### src/rtl/mole_game_ctrl.sv
// Whack-a-mole round controller.
// Picks pseudo-random mole positions, scores hits and expired moles, and runs
// the round countdown from the 1 Hz strobe.
// Optional build macro: MOLE_PENALTY_EN (wrong-button presses cost one point).
module mole_game_ctrl #(
    parameter int unsigned NUM_MOLES  = 8,
    parameter int unsigned ROUND_SECS = 60,
    parameter logic [15:0] LFSR_SEED  = 16'hACE1
) (
    input  logic                 clk_orig,
    input  logic                 rst,
    input  logic                 tick_1hz,
    input  logic                 clk_lev,
    input  logic                 start,
    input  logic [NUM_MOLES-1:0] hit_btn,
    output logic [NUM_MOLES-1:0] mole_led,
    output logic [7:0]           score,
    output logic [7:0]           misses,
    output logic [6:0]           time_left,
    output logic                 game_over
);

    localparam int unsigned PosW = $clog2(NUM_MOLES);

    typedef enum logic [1:0] {
        StIdle,
        StSpawn,
        StUp,
        StOver
    } state_e;

    state_e                 state_q, state_d;
    logic [15:0]            lfsr_q;
    logic [15:0]            lfsr_d;
    logic                   lev_q;
    logic [PosW-1:0]        last_pos_q, last_pos_d;
    logic [NUM_MOLES-1:0]   mole_q, mole_d;
    logic [7:0]             score_q, score_d;
    logic [7:0]             misses_q, misses_d;
    logic [6:0]             time_q, time_d;

    logic                   lev_step;
    logic [PosW-1:0]        pos_raw;
    logic [PosW-1:0]        pos_spawn;
    logic                   hit_ok;
    logic                   hit_wrong;
    logic [NUM_MOLES-1:0]   last_onehot;

    // Galois LFSR (taps 16,14,13,11) and level-edge detect, free running.
    always_comb begin
        lfsr_d    = {1'b0, lfsr_q[15:1]} ^ (lfsr_q[0] ? 16'hB400 : 16'h0000);
        lev_step  = clk_lev ^ lev_q;
        pos_raw   = lfsr_q[PosW-1:0];
        // Power-of-two mole count, so the +1 wraps modulo NUM_MOLES for free.
        pos_spawn = (pos_raw == last_pos_q) ? pos_raw + PosW'(1) : pos_raw;
        last_onehot = NUM_MOLES'(1) << last_pos_q;
        hit_ok      = hit_btn[last_pos_q];
        hit_wrong   = |(hit_btn & ~last_onehot);
    end

    // Next-state and counter update; timer expiry and start override the FSM moves.
    always_comb begin
        state_d    = state_q;
        last_pos_d = last_pos_q;
        mole_d     = mole_q;
        score_d    = score_q;
        misses_d   = misses_q;
        time_d     = time_q;

        unique case (state_q)
            StIdle: begin
                mole_d = '0;
            end
            StSpawn: begin
                mole_d     = NUM_MOLES'(1) << pos_spawn;
                last_pos_d = pos_spawn;
                state_d    = StUp;
            end
            StUp: begin
                if (hit_ok) begin
                    score_d = (score_q == 8'hFF) ? score_q : score_q + 8'd1;
                    mole_d  = '0;
                    state_d = StSpawn;
                end else begin
`ifdef MOLE_PENALTY_EN
                    if (hit_wrong && (score_q != 8'd0)) begin
                        score_d = score_q - 8'd1;
                    end
`endif
                    if (lev_step) begin
                        misses_d = (misses_q == 8'hFF) ? misses_q : misses_q + 8'd1;
                        mole_d   = '0;
                        state_d  = StSpawn;
                    end
                end
            end
            StOver: begin
                mole_d = '0;
            end
            default: begin
                state_d = StIdle;
            end
        endcase

        if ((state_q == StSpawn || state_q == StUp) && tick_1hz) begin
            time_d = time_q - 7'd1;
            if (time_q == 7'd1) begin
                state_d = StOver;
                mole_d  = '0;
            end
        end

        // start from any state begins a fresh round
        if (start) begin
            score_d  = 8'd0;
            misses_d = 8'd0;
            time_d   = 7'(ROUND_SECS);
            mole_d   = '0;
            state_d  = StSpawn;
        end
    end

    // State and datapath registers with synchronous reset.
    always_ff @(posedge clk_orig) begin
        if (rst) begin
            state_q    <= StIdle;
            lfsr_q     <= LFSR_SEED;
            lev_q      <= 1'b0;
            last_pos_q <= '0;
            mole_q     <= '0;
            score_q    <= 8'd0;
            misses_q   <= 8'd0;
            time_q     <= 7'd0;
        end else begin
            state_q    <= state_d;
            lfsr_q     <= lfsr_d;
            lev_q      <= clk_lev;
            last_pos_q <= last_pos_d;
            mole_q     <= mole_d;
            score_q    <= score_d;
            misses_q   <= misses_d;
            time_q     <= time_d;
        end
    end

    assign mole_led  = mole_q;
    assign score     = score_q;
    assign misses    = misses_q;
    assign time_left = time_q;
    assign game_over = (state_q == StOver);

endmodule
### config.mk
export PLATFORM = sky130hd
export DESIGN_NAME = mole_game_ctrl
export DESIGN_NICKNAME = d
export VERILOG_FILES = /design/src/rtl/mole_game_ctrl.sv
export SDC_FILE = /design/constraint.sdc
export NUM_CORES = 1
export LEC_CHECK = 0
export CORE_MARGIN = 4
export CORE_UTILIZATION = 49
export CTS_CLUSTER_DIAMETER = 150
export DETAILED_ROUTE_END_ITERATION = 8
export PLACE_DENSITY = 0.71
export SYNTH_ARGS = -nofsm -noshare
export SYNTH_HDL_FRONTEND = slang
export SYNTH_SLANG_ARGS = --single-unit
### constraint.sdc
create_clock -name clk_orig -period 2.1 [get_ports clk_orig]
set_input_delay 0.42 -clock clk_orig [delete_from_list [all_inputs] [get_ports clk_orig]]
set_output_delay 0.42 -clock clk_orig [all_outputs]
set_load 0.05 [all_outputs]
==> impl_results.md <==
- Status: finished clean
- R2r endpoint: time_left[6]$_SDFFE_PP0P_
- Initial core utilization: 0.5119
- Top cells by area, synth: dfxtp_1, a21oi_1, ha_1, xnor2_1, mux2i_1
- Maxcap violations: 0
- Final design utilization: 0.6541
- Routed len/inst: between 10 and 15 um
- Largest area contributor in the netlist: dfxtp_1
- Critical path cell sequence: clkdlybuf4s50_1
- Core area: 4786 um2
- Vias per cell: 5.147
- FF+latch area: approximately 1100 um2
- Family with the most delay on the worst path: buffers and inverters
- CP required: 1.68 ns
- Crit path largest cell delay: 0.85 ns
- Initial antenna violation count: 0
- Fillers: between 400 and 500
- Clk buf depth: 2
- CTS tree: yes
- Sink Count: 53
- Port bufs: 44
- Diodes inserted: 0
- Global route total overflow: 0
- Largest net degree at the start of global routing: 26
- CP endpoint kind: output port
- Most frequent cells in the layout: dfxtp_1, clkdlybuf4s50_1, a21oi_1
- TritonCTS Buffers: 5
- Post-synth ARST share: 0
- Cell Area, Synth: 2450 um2
- FF-to-FF path depth: 7
- Placed instance area: 3028 um2
- Htree depth: 2
- Layout area overhead: 27.78%
- Post-synth top area share: 0.4331
- Syn_area_per_cell: 9.423 um2
- Drt pass-1 iters: 4
- Post-CTS Setup Repair Bufs: 0
- Number of setup violations in the final report: 0
- Multi-input logic area: about 1300 um2
- Register area share after synthesis: 0.4331
- Crit path launch type: flop
- Primary FF master, synth: dfxtp_1
- RSZ-0062 raised after global routing: false
- Leak: 1.149 nW
- Die area: 6195 um2
- CP Capture Point: score[0]
- Chip width: 78.71 um
- Synthesized Nets: 281
- Power per cell area: between 600 and 700 nW/um2
- Measured slew at the worst slew-check pin: 0.6940 ns
- Critical Path AT: 1.62 ns
- RD Place Congestion: 0.8005
- DRC Markers: 0
- Die Span Y: 78.71 um
- Period minus WS final: between 2 and 2.5 ns
- Layout Cells excl Fill: 381
- Root Buffer Master: clkbuf_8
- Slew Limit Headroom: 0.5373
- Vias in the first global route: 1885
- Buf/Inv on CP: 1
- Kind of critical path: reg2out
- R2R Path Start: state_q[0]$_SDFF_PP0_
- Clk_skew: ~0.010 ns
- Vias: just under 2000
- Distinct cells, synth: 45
- Mapped Cells: 260
- Period utilization: 0.9715
- Clk_lat worst skew: 0.32 ns
- Final Max Slew Viols: 0
- Drt total wl: around 5.0 mm
- Peak VDD IR: between 500 and 600 uV
- Final instance area: 3131 um2
- Row Count: 25
- DP HPWL: 3.590 mm
- Commonest non-fill, non-tap cell in the layout: dfxtp_1
- Worst-path clk slew: around 0.11 ns
- Placed Cells: around 370
- First-pass GRT wire length: roughly 8.7 mm
- Final #Nets: 334
- CP Depth: 1
- I/O pin cnt: 45
- Number of synthesized flops with an enable pin: 0
- Yosys warns: 0
- Hold WC Path Type: reg2reg
- Slowest cell on crit path: clkdlybuf4s50_1
- Post-route ant nets: 0
- Initial detailed-routing violation count: 112
- Synth Register Bits: 53
- Tot GR Track Use: 0.1712
- Share of layout cells above drive strength 1: 0.1274
- Worst-path maximum fanout: 6
- FMAX: 0.4902 GHz
- Final hold violation count: 0
- Critical path origin: score[0]$_SDFFE_PP0P_
- Flop2flop setup slack: between 0.2 and 0.3 ns
## registers in the layout (all words and copies together) (netlist names)
signal,count
misses,8
score,8
mole_led,8
lev_q,1
state_q,2
last_pos_q,3
lfsr_q,16
time_left,7
## how the worst min path moves through the flow
stage,startpoint,to,slack [ns],cells past startpoint
2_1_floorplan,lfsr_q[12]$_SDFF_PP0_,lfsr_q[11]$_SDFF_PP1_,0.39,1
3_3_place_gp,lfsr_q[12]$_SDFF_PP0_,lfsr_q[11]$_SDFF_PP1_,0.39,1
3_5_place_dp,lfsr_q[7]$_SDFF_PP1_,lfsr_q[6]$_SDFF_PP1_,0.39,1
4_1_cts,lfsr_q[7]$_SDFF_PP1_,lfsr_q[6]$_SDFF_PP1_,0.42,1
5_1_grt,lfsr_q[12]$_SDFF_PP0_,lfsr_q[11]$_SDFF_PP1_,0.44,1
6_report,lfsr_q[7]$_SDFF_PP1_,lfsr_q[6]$_SDFF_PP1_,0.42,1
## power by group
part           total (mW)  leakage [nW]  switching [mW]  internal, mW
sequential           1.08         0.434          0.0355          1.05
clock               0.616        0.0506           0.366         0.250
combinational       0.341         0.664           0.185         0.156
total                2.04          1.15           0.586          1.45
## worst register-to-register path: cells and delay by family (launching register included)
family | cells | cell delay [ns]
adder cells (fa/ha/maj) | 1 | 0.38
AND/OR/NAND/NOR | 4 | 0.77
buffers and inverters | 1 | 0.09
XOR/XNOR | 1 | 0.14
flip-flops | 1 | 0.36
## per-stage QoR
stage          TNS [ns]  total power [mW]  hold slack (ns)  setup slack (ns)
2_1_floorplan         0             1.355           0.3895            0.1981
3_3_place_gp          0             1.443           0.3921           0.02422
3_5_place_dp   -0.02918             1.446           0.3934          -0.02918
4_1_cts               0             2.061           0.4196           0.04121
5_1_grt               0             2.147           0.4374           0.01785
6_report              0             2.039           0.4193           0.05991
## what timing repair did
item	in CTS	in global routing
setup endpoints to repair	0	2
hold buffers	0	0
gates resized for setup	0	2
## synthesized netlist by cell type, drive strengths merged, types with 2 or more instances
cell	n
xor2	7
nand3b	10
o21ai	7
clkbuf	7
nor3	2
and3	2
nand2b	4
o211ai	3
a21o	2
dfxtp	53
or3	8
ha	8
inv	8
mux2	4
buf	3
or2	7
a21oi	25
nor2	20
mux2i	9
nand4	4
nand3	16
a211oi	6
nand2	10
xnor2	11
nor2b	11
## logic make-up (layout without fill, tap and decap cells)
| family | after synthesis | after routing | share of synthesized area |
|---|---|---|---|
| compound gates | 51 | 51 | 0.1440 |
| xor+xnor | 18 | 18 | 0.06435 |
| fa+ha+maj | 8 | 8 | 0.04086 |
| buf+inv | 18 | 72 | 0.03115 |
| flops | 53 | 53 | 0.4331 |
| mux | 13 | 13 | 0.05669 |
| simple gates | 99 | 99 | 0.2298 |
## layout make-up
class / instances / area share
Timing Repair Buffer: 56 / 0.1735
Tap cell: 67 / 0.02678
Clock inverter: 3 / 0.009193
Multi-Input combinational cell: 189 / 0.4201
Clock buffer: 5 / 0.02198
Inverter: 8 / 0.009592
Sequential cell: 53 / 0.3389
## per-layer routing
layer / vias up / track usage / part of all wire
li1: 1014 / - / -
met1: 900 / 0.2342 / 0.49
met2: 42 / 0.2657 / 0.45
met3: 5 / 0.03288 / 0.042
met4: 0 / 0.06818 / 0.013
met5: - / 0 / 0
Note: power is estimated with default switching activity, not from simulation.
